### src/rtl/clk_ratio_meter.sv
// clk_ratio_meter: recovers the divide ratio of a divided clock
// by counting system-clock cycles between its rising edges.
`ifndef DATA_WIDTH
`define DATA_WIDTH 8
`endif

module clk_ratio_meter #(
  parameter int DATA_WIDTH = `DATA_WIDTH
) (
  input  logic                  clk,
  input  logic                  reset,
  input  logic                  enable,
  input  logic                  clk_in,
  output logic [DATA_WIDTH-1:0] ratio_out,
  output logic                  ratio_valid,
  output logic                  stable,
  output logic                  overflow
);

  typedef enum logic [1:0] {
    IDLE,
    ARM,
    MEASURE
  } state_t;

  localparam logic [DATA_WIDTH-1:0] CNT_MAX = '1;
  localparam logic [DATA_WIDTH-1:0] CNT_ONE = 1;

  state_t                state;
  logic [DATA_WIDTH-1:0] cnt;
  logic                  clk_in_q;
  logic                  have_prev;
  logic                  rise;

  assign rise = clk_in & ~clk_in_q;

  // Delayed copy of clk_in, tracked in every state for edge detection.
  always_ff @(posedge clk) begin
    if (reset) clk_in_q <= 1'b0;
    else       clk_in_q <= clk_in;
  end

  // Measurement FSM: arm on a rise, count to the next rise, report.
  always_ff @(posedge clk) begin
    if (reset) begin
      state       <= IDLE;
      cnt         <= '0;
      have_prev   <= 1'b0;
      ratio_out   <= '0;
      ratio_valid <= 1'b0;
      stable      <= 1'b0;
      overflow    <= 1'b0;
    end else begin
      ratio_valid <= 1'b0;
      if (!enable) begin
        state     <= IDLE;
        cnt       <= '0;
        have_prev <= 1'b0;
        stable    <= 1'b0;
      end else begin
        unique case (state)
          IDLE: begin
            cnt   <= '0;
            state <= ARM;
          end
          ARM: begin
            have_prev <= 1'b0;
            if (rise) begin
              cnt   <= CNT_ONE;
              state <= MEASURE;
            end
          end
          MEASURE: begin
            if (rise) begin
              ratio_out   <= cnt;
              ratio_valid <= 1'b1;
              overflow    <= 1'b0;
              stable      <= have_prev && (cnt == ratio_out);
              have_prev   <= 1'b1;
              cnt         <= CNT_ONE;
            end else if (cnt == CNT_MAX) begin
              overflow <= 1'b1;
              stable   <= 1'b0;
              cnt      <= '0;
              state    <= ARM;
            end else begin
              cnt <= cnt + CNT_ONE;
            end
          end
          default: state <= IDLE;
        endcase
      end
    end
  end

endmodule

### config.mk
export PLATFORM = sky130hd
export DESIGN_NAME = clk_ratio_meter
export DESIGN_NICKNAME = d
export VERILOG_FILES = /design/src/rtl/clk_ratio_meter.sv
export SDC_FILE = /design/constraint.sdc
export NUM_CORES = 1
export LEC_CHECK = 0
export ABC_CLOCK_PERIOD_IN_PS = 4200
export BUFFER_PORTS_ARGS = -buffer_cell sky130_fd_sc_hd__buf_2
export CAP_MARGIN = 5
export CORE_UTILIZATION = 64
export CTS_BUF_LIST = sky130_fd_sc_hd__clkbuf_2 sky130_fd_sc_hd__clkbuf_4 sky130_fd_sc_hd__clkbuf_8
export CTS_CLUSTER_DIAMETER = 100
export DETAILED_ROUTE_END_ITERATION = 6
export PLACE_DENSITY = 0.9
export RECOVER_POWER = 50
export SETUP_SLACK_MARGIN = 0.4
export SYNTH_ARGS = -nofsm -noshare
export SYNTH_HDL_FRONTEND = slang
export SYNTH_SLANG_ARGS = --single-unit
### constraint.sdc
create_clock -name clk -period 4.2 [get_ports clk]
set_input_delay 0.42 -clock clk [delete_from_list [all_inputs] [get_ports clk]]
set_output_delay 0.42 -clock clk [all_outputs]
set_load 0.02 [all_outputs]
==> metrics.md <==
| Metric | Value |
|---|---|
| Routed wire per std cell | roughly 15 um |
| Sw frac | 31.65% |
| Synth Area in Compound Gates | roughly 22% |
| Antenna Cells | 0 |
| Vias | 1,168 |
| Pleak | roughly 0.00047 uW |
| Post-CTS sizing | 0 |
| Simple logic cell fraction of the synthesized area | around 26% |
| Chip height | 47.14 um |
| Mapped Area | 1304 um2 |
| RR Endpoint | cnt[6]$_SDFFE_PP0P_ |
| Antenna violations before repair | 0 |
| Routed WL | 2824 um |
| CP Capture Type | register |
| Worst relative slew slack | 65.15% |
| Post-synthesis sequential area ratio | 35.32% |
| First-pass GRT wire length | 4671 um |
| CP max FO | 8 |
| Layout cell share with drive strength beyond 1 | ~8.4% |
| Tot GR Track Use | between 30% and 40% |
| Num CTS Buffers | 3 |
| Clk_skew | around 4.1 ps |
| Fin crit share | 42.37% |
| Synth Area in XOR/XNOR | 6.718% |
| Synth unique cells | 41 |
| Max incr delay on CP | roughly 500 ps |
| Max cap viols | 0 |
| CTS sink cnt | 23 |
| R2R depth | 5 |
| Largest family of logic cells by synthesized area | simple AND/OR/NAND/NOR gates |
| Synth Area in Adders | 5.758% |
| Remaining Overflow, GRT | 0 |
| R2r setup slk | 2420 ps |
| CTS H-Tree Depth | 1 |
| Switching power | 139.4 uW |
| Clock share of power | 25.1% |
| Final setup fails | 0 |
| CORE AREA | between 1500 and 2000 um2 |
| Setup crit start | cnt[0]$_SDFFE_PP0P_ |
| Arr. time, crit path | 1990 ps |
| Die area | 2222 um2 |
| Commonest non-fill, non-tap cell in the layout | nand2_1 |
| Setup TNS | 0 ps |
| Buffers & Inverters on Critical Path | 0 |
| Setup crit end | cnt[6]$_SDFFE_PP0P_ |
| Inst Count DP | around 190 |
| Chip width | 47.14 um |
| GP Congestion | 0.8718 |
| DP Area | 1368 um2 |
| Slowest CP cell | dfxtp_1 |
| Type of the worst min-delay path | input port to register |
| WP data required | 4420 ps |
| Post-DRT Antenna Nets | 0 |
| Via/cell ratio | 6.115 |
| Largest net degree at the start of global routing | 17 |
| First drt pass iteration count | 4 |
| Fin. max-slew vios | 0 |
| Post-Syn Instances | approximately 160 |
| Critical path launch point type | register |
| Final hold vios | 0 |
| Nets | 177 |
| Post-Synthesis Net Count | 165 |
| Sequential fraction of design power | 52.8% |
| Worst VDD drop | 0.2575 mV |
| CTS root buffer | clkbuf_4 |
| Post-Layout Inst Area | between 1000 and 1500 um2 |
| HPWL after DPL | around 2100 um |
| Vias in the first global route | 1,022 |
| Clock Path Buffers | 2 |
| Rows | 15 |
| CP delay by family, top | flip-flops |
| PortBufs | 14 |
| First DRT Iteration DRCs | 56 |
| Worst-path cell chain | ha_1 > nand4_1 > nor2_1 > o32a_1 > o21ai_1 |
| Post-route DRC | 0 |
| Initial Util | 71.62% |
| Hold Buf Count CTS | 0 |
| Worst path depth | 5 |
| Int Power | 301.2 uW |
| Status | complete, no violations |
| # IOs | 15 |
| Skew-Pair Late Insertion Delay | around 310 ps |
| Synthesized flop and latch total | 23 |
| Mux contribution to synthesized area | 0% |
| Postcts setup bufs | 0 |
| Reg2reg start | cnt[0]$_SDFFE_PP0P_ |
| Logic pwr share | ~22% |
| Synthesized area per cell | about 8.4 um2 |
| Final core occ | 75.95% |
| TritonCTS clock tree | built |
| Maximum clock rate | 561.9 MHz |
| RSZ-0062 raised after global routing | false |
| CP Class | register to register |
| Clk slew on worst S/H paths | ~130 ps |
| Finished Layout Cells | 191 |
| PwrDens | roughly 320 nW/um2 |
| Final Critical Period | 1780 ps |
| Area Growth Syn to Fin | 6.046% |
| Worst slew pin tran | 522.7 ps |
| Final Total Pwr | 440.6 uW |
| Yosys warning count | 0 |
| Commonest cells after routing, fill and taps aside | nand2_1, dfxtp_1, a21oi_1, clkbuf_1 |
## power groups by stage
stage	sequential (uW)	combinational, uW	clock (uW)
finish	233	97.3	111
detailed placement	237	97.3	0
floorplan	235	79.3	0
global placement	237	92.4	0
global route	234	110	116
CTS	233	97.6	110
## flip-flops by register name, summed over array words and instances (netlist names)
register / count
stable: 1
clk_in_q: 1
have_prev: 1
state: 2
cnt: 8
overflow: 1
ratio_valid: 1
ratio_out: 8
## per-layer routing
layer  GRT usage, %  vias up  part of all wire [%]
met5              0        -                     0
met4          14.86        0                   2.0
met3          4.615        7                   5.5
li1               -      581                     -
met1          39.02      539                    45
met2          48.33       41                    48
## cells in the mapped netlist
| master | instances | area, um2 |
|---|---|---|
| a2111oi_2 | 2 | 30.03 |
| a2111oi_4 | 1 | 27.53 |
| a211oi_1 | 1 | 7.510 |
| a21o_1 | 1 | 7.510 |
| a21oi_1 | 16 | 80.08 |
| a21oi_2 | 1 | 8.760 |
| a311oi_1 | 1 | 8.760 |
| a31oi_1 | 1 | 6.260 |
| a32o_1 | 2 | 20.02 |
| a41o_1 | 1 | 10.01 |
| a41oi_1 | 2 | 17.52 |
| and2b_1 | 1 | 7.510 |
| and3_1 | 2 | 12.51 |
| and4_1 | 1 | 8.760 |
| buf_2 | 3 | 15.01 |
| buf_6 | 1 | 11.26 |
| clkbuf_1 | 3 | 11.26 |
| dfxtp_1 | 23 | 460.4 |
| ha_1 | 6 | 75.07 |
| inv_1 | 5 | 18.77 |
| nand2_1 | 27 | 101.4 |
| nand2b_1 | 3 | 18.77 |
| nand2b_4 | 1 | 13.76 |
| nand3_1 | 2 | 10.01 |
| nand3_2 | 1 | 10.01 |
| nand3b_1 | 2 | 15.01 |
| nand4_1 | 5 | 31.28 |
| nor2_1 | 6 | 22.52 |
| nor2_2 | 2 | 12.51 |
| nor2b_1 | 2 | 12.51 |
| nor3_1 | 5 | 25.02 |
| nor3b_1 | 1 | 7.510 |
| nor4_1 | 1 | 6.260 |
| nor4b_1 | 2 | 17.52 |
| o211a_1 | 1 | 10.01 |
| o21ai_0 | 7 | 35.03 |
| o21ai_1 | 1 | 5.000 |
| o31ai_1 | 1 | 7.510 |
| o32a_1 | 1 | 10.01 |
| xnor2_1 | 7 | 61.31 |
| xor2_1 | 3 | 26.28 |
## metrics by stage
| step | hold slack [ps] | setup slack, ps |
|---|---|---|
| floorplan | 434.5 | 2729 |
| global placement | 465.8 | 2564 |
| detailed placement | 475.9 | 2489 |
| CTS | 406.2 | 2470 |
| global route | 400.8 | 2294 |
| finish | 405.2 | 2420 |
## how the worst min path moves through the flow
stage | startpoint | endpoint | slack (ps) | cells past startpoint
detailed placement | ratio_out[1]$_SDFFE_PP0P_ | ratio_out[1]$_SDFFE_PP0P_ | 480 | 2
global placement | ratio_out[7]$_SDFFE_PP0P_ | ratio_out[7]$_SDFFE_PP0P_ | 470 | 2
CTS | clk_in | clk_in_q$_SDFF_PP0_ | 410 | 2
finish | clk_in | clk_in_q$_SDFF_PP0_ | 410 | 2
global route | clk_in | clk_in_q$_SDFF_PP0_ | 400 | 2
floorplan | clk_in_q$_SDFF_PP0_ | ratio_valid$_SDFF_PP0_ | 430 | 1
## worst reg2reg max path, cell delays in order (launching register included)
cell	delay (ps)
dfxtp_1	500
ha_1	350
nand4_1	150
nor2_1	290
o32a_1	290
o21ai_1	90
## kinds of logic after synthesis
| group | after synthesis |
|---|---|
| simple gates | 64 |
| compound gates | 40 |
| flops | 23 |
| buf+inv | 12 |
| xor+xnor | 10 |
| fa+ha+maj | 6 |
## final cells by class
| cell class | instances | area, um2 |
|---|---|---|
| multi-input cells | 120 | 787.0 |
| flip-flops and latches | 23 | 460.4 |
| fillers | 151 | 437.9 |
| repair buffers | 14 | 55.05 |
| well taps | 25 | 31.28 |
| clock buffers | 4 | 30.03 |
| inverters | 5 | 18.77 |
(Power assumes the default switching activity.)
